<file path="config.mk">
export PLATFORM = sky130hd
export DESIGN_NAME = lsu_mem_ctrl_flat
export DESIGN_NICKNAME = d
export VERILOG_FILES = /design/src/rtl/lsu_mem_ctrl_if.sv /design/src/rtl/lsu_mem_ctrl.sv /design/src/flat_wrapper.sv
export SDC_FILE = /design/constraint.sdc
export NUM_CORES = 1
export LEC_CHECK = 0
export ABC_AREA = 1
export ABC_CLOCK_PERIOD_IN_PS = 2000
export CAP_MARGIN = 20
export CORE_AREA = 2 2 115 117
export CTS_CLUSTER_DIAMETER = 120
export DETAILED_ROUTE_END_ITERATION = 6
export DIE_AREA = 0 0 117 119
export GPL_TIMING_DRIVEN = 1
export PLACE_DENSITY = 0.81
export SLEW_MARGIN = 20
export SYNTH_ARGS = -nofsm -noshare
export SYNTH_HDL_FRONTEND = slang
export SYNTH_SLANG_ARGS = --single-unit
</file>
<file path="constraint.sdc">
create_clock -name clk -period 2 [get_ports clk]
set_input_delay 0.6 -clock clk [delete_from_list [all_inputs] [get_ports clk]]
set_output_delay 0.6 -clock clk [all_outputs]
set_load 0.02 [all_outputs]
</file>
<file path="src/rtl/lsu_mem_ctrl_if.sv">
// Request/response and RAM-side signal bundle for the load/store controller.
//
// Handshake: the request is accepted in a cycle where req_valid_i and
// req_ready_o are both high. The requester must hold req_valid_i and the
// request fields stable until then. rsp_valid_o is a one-cycle pulse with no
// backpressure. RAM read data is valid the cycle after ram_r_en_o.
interface lsu_mem_ctrl_if #(
  parameter int DW = 32,
  parameter int AW = 12
);
  logic          req_valid_i;
  logic          req_ready_o;
  logic          req_we_i;
  logic [1:0]    req_size_i;
  logic          req_unsigned_i;
  logic [31:0]   req_addr_i;
  logic [31:0]   req_wdata_i;
  logic          rsp_valid_o;
  logic [31:0]   rsp_rdata_o;
  logic          rsp_err_o;
  logic          ram_w_en_o;
  logic [AW-1:0] ram_w_addr_o;
  logic [DW-1:0] ram_w_data_o;
  logic          ram_r_en_o;
  logic [AW-1:0] ram_r_addr_o;
  logic [DW-1:0] ram_r_data_i;

  // Controller side.
  modport slave (
    input  req_valid_i, req_we_i, req_size_i, req_unsigned_i, req_addr_i,
           req_wdata_i, ram_r_data_i,
    output req_ready_o, rsp_valid_o, rsp_rdata_o, rsp_err_o,
           ram_w_en_o, ram_w_addr_o, ram_w_data_o, ram_r_en_o, ram_r_addr_o
  );

  // CPU / RAM environment side.
  modport master (
    output req_valid_i, req_we_i, req_size_i, req_unsigned_i, req_addr_i,
           req_wdata_i, ram_r_data_i,
    input  req_ready_o, rsp_valid_o, rsp_rdata_o, rsp_err_o,
           ram_w_en_o, ram_w_addr_o, ram_w_data_o, ram_r_en_o, ram_r_addr_o
  );
endinterface

</file>
<file path="src/rtl/lsu_mem_ctrl.sv">
// Load/store initiator for a word-wide RAM without byte enables.
// Sub-word stores are done as read-modify-write; loads are sign/zero extended.
// One request in flight at a time.
// Optional feature macro: MISALIGN_TRAP_EN. When defined, misaligned requests
// complete immediately with rsp_err_o=1 and no RAM access; when undefined,
// addresses are aligned down to the access size and rsp_err_o is always 0.
module lsu_mem_ctrl #(
  parameter int DW = 32,
  parameter int AW = 12
) (
  input  logic          clk,
  input  logic          rst,
  lsu_mem_ctrl_if.slave bus,
  output logic [2:0]    state_dbg
);

  typedef enum logic [2:0] {
    S_IDLE  = 3'd0,
    S_RD    = 3'd1,
    S_MERGE = 3'd2,
    S_WR    = 3'd3,
    S_RESP  = 3'd4
  } state_t;

  state_t        state_q;
  state_t        state_d;
  logic          we_q;
  logic [1:0]    size_q;
  logic          uns_q;
  logic [AW+1:0] addr_q;
  logic [DW-1:0] wdata_q;
  logic [DW-1:0] rdata_q;
`ifdef MISALIGN_TRAP_EN
  logic          err_q;
`endif
  logic          accept;
  logic          misalign;
  logic [AW+1:0] addr_cap;
  logic [7:0]    lane_b;
  logic [15:0]   lane_h;
  logic [DW-1:0] load_ext;
  logic [DW-1:0] merged;
  logic          unused_addr_hi;

  assign accept         = bus.req_valid_i && (state_q == S_IDLE);
  assign state_dbg      = state_q;
  // Address bits above the RAM window are dropped, so accesses wrap.
  assign unused_addr_hi = ^bus.req_addr_i[31:AW+2];

  // Misalignment detection and the byte address captured on accept.
  always_comb begin
    addr_cap = bus.req_addr_i[AW+1:0];
    misalign = 1'b0;
`ifdef MISALIGN_TRAP_EN
    if (bus.req_size_i[1]) misalign = (bus.req_addr_i[1:0] != 2'b00);
    else if (bus.req_size_i[0]) misalign = bus.req_addr_i[0];
`else
    if (bus.req_size_i[1]) addr_cap[1:0] = 2'b00;
    else if (bus.req_size_i[0]) addr_cap[0] = 1'b0;
`endif
  end

  // Lane select/extend for loads and lane overwrite for sub-word stores.
  always_comb begin
    lane_b = bus.ram_r_data_i[7:0];
    case (addr_q[1:0])
      2'd1:    lane_b = bus.ram_r_data_i[15:8];
      2'd2:    lane_b = bus.ram_r_data_i[23:16];
      2'd3:    lane_b = bus.ram_r_data_i[31:24];
      default: lane_b = bus.ram_r_data_i[7:0];
    endcase
    lane_h = addr_q[1] ? bus.ram_r_data_i[31:16] : bus.ram_r_data_i[15:0];
    case (size_q)
      2'b00:   load_ext = {{24{lane_b[7] & ~uns_q}}, lane_b};
      2'b01:   load_ext = {{16{lane_h[15] & ~uns_q}}, lane_h};
      default: load_ext = bus.ram_r_data_i;
    endcase
    merged = bus.ram_r_data_i;
    case (size_q)
      2'b00: begin
        case (addr_q[1:0])
          2'd1:    merged[15:8]  = wdata_q[7:0];
          2'd2:    merged[23:16] = wdata_q[7:0];
          2'd3:    merged[31:24] = wdata_q[7:0];
          default: merged[7:0]   = wdata_q[7:0];
        endcase
      end
      2'b01: begin
        if (addr_q[1]) merged[31:16] = wdata_q[15:0];
        else           merged[15:0]  = wdata_q[15:0];
      end
      default: merged = wdata_q;
    endcase
  end

  // State register.
  always_ff @(posedge clk or negedge rst) begin
    if (!rst) state_q <= S_IDLE;
    else      state_q <= state_d;
  end

  // Next-state decode.
  always_comb begin
    state_d = state_q;
    case (state_q)
      S_IDLE: begin
        if (accept) begin
          if (misalign)                   state_d = S_RESP;
          else if (!bus.req_we_i)         state_d = S_RD;
          else if (bus.req_size_i[1])     state_d = S_WR;
          else                            state_d = S_RD;
        end
      end
      S_RD:    state_d = S_MERGE;
      S_MERGE: state_d = we_q ? S_WR : S_RESP;
      S_WR:    state_d = S_RESP;
      S_RESP:  state_d = S_IDLE;
      default: state_d = S_IDLE;
    endcase
  end

  // Outputs decoded from state; buses are zero whenever their enable is low.
  always_comb begin
    bus.req_ready_o  = 1'b0;
    bus.ram_r_en_o   = 1'b0;
    bus.ram_r_addr_o = '0;
    bus.ram_w_en_o   = 1'b0;
    bus.ram_w_addr_o = '0;
    bus.ram_w_data_o = '0;
    bus.rsp_valid_o  = 1'b0;
    bus.rsp_rdata_o  = '0;
    bus.rsp_err_o    = 1'b0;
    case (state_q)
      S_IDLE: bus.req_ready_o = 1'b1;
      S_RD: begin
        bus.ram_r_en_o   = 1'b1;
        bus.ram_r_addr_o = addr_q[AW+1:2];
      end
      S_WR: begin
        bus.ram_w_en_o   = 1'b1;
        bus.ram_w_addr_o = addr_q[AW+1:2];
        bus.ram_w_data_o = wdata_q;
      end
      S_RESP: begin
        bus.rsp_valid_o = 1'b1;
        bus.rsp_rdata_o = rdata_q;
`ifdef MISALIGN_TRAP_EN
        bus.rsp_err_o   = err_q;
`endif
      end
      default: ;
    endcase
  end

  // Request capture on accept; merge result or load data captured in MERGE.
  always_ff @(posedge clk or negedge rst) begin
    if (!rst) begin
      we_q    <= 1'b0;
      size_q  <= 2'b00;
      uns_q   <= 1'b0;
      addr_q  <= '0;
      wdata_q <= '0;
      rdata_q <= '0;
`ifdef MISALIGN_TRAP_EN
      err_q   <= 1'b0;
`endif
    end else begin
      if (accept) begin
        we_q    <= bus.req_we_i;
        size_q  <= bus.req_size_i;
        uns_q   <= bus.req_unsigned_i;
        addr_q  <= addr_cap;
        wdata_q <= bus.req_wdata_i;
        rdata_q <= '0;
`ifdef MISALIGN_TRAP_EN
        err_q   <= misalign;
`endif
      end
      if (state_q == S_MERGE) begin
        if (we_q) wdata_q <= merged;
        else      rdata_q <= load_ext;
      end
    end
  end

endmodule

</file>
<file path="src/flat_wrapper.sv">
// flat-port wrapper written by rule: the top's interface ports become plain ports
module lsu_mem_ctrl_flat 
#(
  parameter int DW = 32,
  parameter int AW = 12
)
  (clk, rst, state_dbg, bus_req_valid_i, bus_req_we_i, bus_req_size_i, bus_req_unsigned_i, bus_req_addr_i, bus_req_wdata_i, bus_ram_r_data_i, bus_req_ready_o, bus_rsp_valid_o, bus_rsp_rdata_o, bus_rsp_err_o, bus_ram_w_en_o, bus_ram_w_addr_o, bus_ram_w_data_o, bus_ram_r_en_o, bus_ram_r_addr_o);
  lsu_mem_ctrl_if #(.DW(DW), .AW(AW)) bus_i ();
  input  logic clk;
  input  logic rst;
  output logic [2:0] state_dbg;
  input wire logic [$bits(bus_i.req_valid_i)-1:0] bus_req_valid_i;
  input wire logic [$bits(bus_i.req_we_i)-1:0] bus_req_we_i;
  input wire logic [$bits(bus_i.req_size_i)-1:0] bus_req_size_i;
  input wire logic [$bits(bus_i.req_unsigned_i)-1:0] bus_req_unsigned_i;
  input wire logic [$bits(bus_i.req_addr_i)-1:0] bus_req_addr_i;
  input wire logic [$bits(bus_i.req_wdata_i)-1:0] bus_req_wdata_i;
  input wire logic [$bits(bus_i.ram_r_data_i)-1:0] bus_ram_r_data_i;
  output wire logic [$bits(bus_i.req_ready_o)-1:0] bus_req_ready_o;
  output wire logic [$bits(bus_i.rsp_valid_o)-1:0] bus_rsp_valid_o;
  output wire logic [$bits(bus_i.rsp_rdata_o)-1:0] bus_rsp_rdata_o;
  output wire logic [$bits(bus_i.rsp_err_o)-1:0] bus_rsp_err_o;
  output wire logic [$bits(bus_i.ram_w_en_o)-1:0] bus_ram_w_en_o;
  output wire logic [$bits(bus_i.ram_w_addr_o)-1:0] bus_ram_w_addr_o;
  output wire logic [$bits(bus_i.ram_w_data_o)-1:0] bus_ram_w_data_o;
  output wire logic [$bits(bus_i.ram_r_en_o)-1:0] bus_ram_r_en_o;
  output wire logic [$bits(bus_i.ram_r_addr_o)-1:0] bus_ram_r_addr_o;
  assign bus_i.req_valid_i = bus_req_valid_i;
  assign bus_i.req_we_i = bus_req_we_i;
  assign bus_i.req_size_i = bus_req_size_i;
  assign bus_i.req_unsigned_i = bus_req_unsigned_i;
  assign bus_i.req_addr_i = bus_req_addr_i;
  assign bus_i.req_wdata_i = bus_req_wdata_i;
  assign bus_i.ram_r_data_i = bus_ram_r_data_i;
  assign bus_req_ready_o = bus_i.req_ready_o;
  assign bus_rsp_valid_o = bus_i.rsp_valid_o;
  assign bus_rsp_rdata_o = bus_i.rsp_rdata_o;
  assign bus_rsp_err_o = bus_i.rsp_err_o;
  assign bus_ram_w_en_o = bus_i.ram_w_en_o;
  assign bus_ram_w_addr_o = bus_i.ram_w_addr_o;
  assign bus_ram_w_data_o = bus_i.ram_w_data_o;
  assign bus_ram_r_en_o = bus_i.ram_r_en_o;
  assign bus_ram_r_addr_o = bus_i.ram_r_addr_o;
  lsu_mem_ctrl #(.DW(DW), .AW(AW)) u_core (.clk(clk), .rst(rst), .bus(bus_i), .state_dbg(state_dbg));
endmodule
</file>
==> reports/qor.yml, run 1 <==
outcome: "finished, violations left"
violations: "negative setup slack"
setup_violations: 91
postSynthAreaPerCell_um2: 6.69
synth-edff-count: 0
critPathMaxStageDelay_ps: 410
ys_types: 37
cts_tree: "built"
critPathRequiredTime_ps: 1400
yosysWarnings: 0
syn2layout_area_growth_pct: 56.4
min_period_ps: 2320
syn-num-nets: 972
cpMostUsedCell: "buf_6"
fin_skew_ps: 7.31
finalCritPeriodShare: 1.16
grt_pass1_vias: 5840
postRouteAntennaNets: 0
finalWirelength_um: 20800
dieArea_um2: 13900
die_x_um: 117
cts-buffers-inserted: 9
mostFrequentLayoutCells: "nand2_1 (182), inv_1 (138), buf_4 (85)"
drv_slew: 0
gr-total-overflow: 0
syn_area_um2: 5810
cp_data_arrival_time_ps: 1720
dr.first_iter.drc_count: 716
min_path_type: "in2async"
async_flop_share: 1.00
io_pins: 199
drc: 0
die_h_um: 119
clockPowerShare: 0.135
initial_core_util: 0.452
fillers: 1000
via_count: 6656
clock.fmax_ghz: 0.432
antenna_found_initial: 0
ctsRootBufferMaster: "clkbuf_16"
cp_max_fo: 7
cpMaxStageDelayCell: "dfrtp_1"
grt_max_degree: 54
final_common_cell: "nand2_1"
ys_seq_area_frac: 0.366
synthCells: 869
finalHoldViolCount: 0
synth_seq_cells: 85
utilization: 0.706
power_frac_comb: 0.620
worst_slack_ps: -316
p_seq_frac: 0.245
p_int_uw: 6370
place.gp.congestion: 1.01
nets: 1192
num_rows: 42
first_pass_iters: 5
worst_setup_path_start_kind: "flop"
clkSinkCount: 85
grt_pass1_wl_um: 30200
synthFlopType: "dfrtp_1"
drive_gt1_frac: 0.264
clkLatencyLatePin_ps: 340
clock_path_buffers: 2
grtUsageTotal: 0.280
hpwl_um: 14500
p_sw_uw: 5720
max_cap_viol_count: 0
n_antenna_cell: 0
worstSetupEndpointType: "output pin"
powerDensity_nw_per_um2: 1330
leakage_uw: 0.00452
wl_per_cell_um: 16.4
via_per_inst: 5.24
rsz0062_at_grt: "true"
worst-setup-path-type: "reg2out"
crit_chain: "buf_6 -> nor3_4 -> buf_6 -> clkinvlp_4 -> nor2_1 -> buf_4"
ir_drop_mv: 0.896
hold_slack_ps: 187
h-tree-depth: 3
port_buffers: 179
core_um2: 12900
p_sw_frac: 0.473
path_clk_slew_ps: 70
-- metrics by stage --
stage | cell area, µm² | TNS [ps] | cells | worst slack [ps] | power (µW)
6_report | 9090 | -20320 | 1270 | -316 | 12100
5_1_grt | 9090 | -25720 | 1270 | -389 | 12900
4_1_cts | 8510 | -10960 | 1255 | -267 | 11200
3_5_place_dp | 8240 | -21670 | 1232 | -290 | 9470
3_3_place_gp | 8240 | -20470 | 1232 | -269 | 9320
2_1_floorplan | 6060 | -609 | 869 | -60.9 | 7350
-- power groups by stage --
| stage | clock, µW | sequential, µW | combinational [µW] |
|---|---|---|---|
| floorplan | 0 | 2870 | 4470 |
| global placement | 0 | 2940 | 6390 |
| detailed placement | 0 | 2970 | 6500 |
| CTS | 1630 | 2950 | 6660 |
| global route | 1690 | 3040 | 8200 |
| finish | 1630 | 2960 | 7500 |
-- worst max-delay path: cells and delay by family, from the launching register on --
family / cells / cell delay, ps
buffers and inverters: 4 / 610
flip-flops: 1 / 410
AND/OR/NAND/NOR: 2 / 350
-- layer usage --
metal	vias to the layer above	part of all wire	track usage	wire, µm
li1	3145	-	-	-
met1	3093	0.40	0.385	8240
met2	362	0.48	0.445	10000
met3	56	0.083	0.0458	1720
met4	0	0.037	0.104	769
met5	-	0	0	0
-- logic make-up after synthesis --
family | synth area share
buf+inv | 0.155
simple gates | 0.334
other cells | 0.000645
compound gates | 0.144
flops | 0.366
-- cell type report --
| type | count | area (µm²) | area share |
|---|---|---|---|
| inverter | 149 | 578 | 0.0636 |
| sequential | 85 | 2130 | 0.234 |
| tap | 176 | 220 | 0.0242 |
| clock inverter | 5 | 35.0 | 0.00385 |
| clock buffer | 11 | 253 | 0.0278 |
| multi-input combinational | 587 | 3250 | 0.358 |
| timing repair buffer | 256 | 2620 | 0.288 |
| timing repair inverter | 1 | 7.51 | 0.000826 |
-- state kept, by name, summed over array words and instances, names as in the netlist --
signal	cells
u_core.rdata_q	32
u_core.wdata_q	32
u_core.addr_q	14
u_core.state_dbg	3
u_core.size_q	2
u_core.uns_q	1
u_core.we_q	1
-- repair_timing --
item                       in CTS  in global routing
hold endpoints to repair        0                  0
setup buffers                   6                  7
hold buffers                    0                  0
gates resized for setup       508                 95
pin swaps                       3                  7
setup endpoints to repair      95                 92
gates cloned                    1                  9
-- cell usage after synthesis (11+ instances only) --
library cell	count	area [µm²]
a21boi_1	11	82.6
o21ai_0	80	400
nor2_1	141	529
buf_6	12	135
o211ai_1	13	97.6
dfrtp_1	85	2130
a21oi_1	18	90.1
nand3_1	84	420
buf_2	24	120
nand2_1	184	691
inv_1	140	526
-- worst paths after layout --
| path | depth (start not counted) | end | slack [ps] | from |
|---|---|---|---|---|
| max reg2reg | 11 | u_core.wdata_q[0] | 130 | u_core.state_dbg[2] |
| min | 1 | u_core.rdata_q[30] | 190 | rst |
| min reg2reg | 2 | u_core.wdata_q[24] | 480 | u_core.wdata_q[24] |
| max | 6 | bus_ram_r_addr_o[9] | -320 | u_core.state_dbg[1] |
| min in group clk | 2 | u_core.wdata_q[24] | 480 | u_core.wdata_q[24] |
| max in group asynchronous | 2 | u_core.addr_q[9] | 1290 | rst |
Note: power is estimated with default switching activity, not from simulation.
==> inputs of run 2 (changes only) <==
Settings changed: CTS_CLUSTER_DIAMETER 120 to 150.
==> results of run 2 <==
Same layout as run 1: the final DEF is identical, and so are final timing and power.
==> inputs of run 3 (changes only) <==
Settings changed: CTS_CLUSTER_DIAMETER 150 to default.
==> results of run 3 <==
Same layout as run 1: the final DEF is identical, and so are final timing and power.
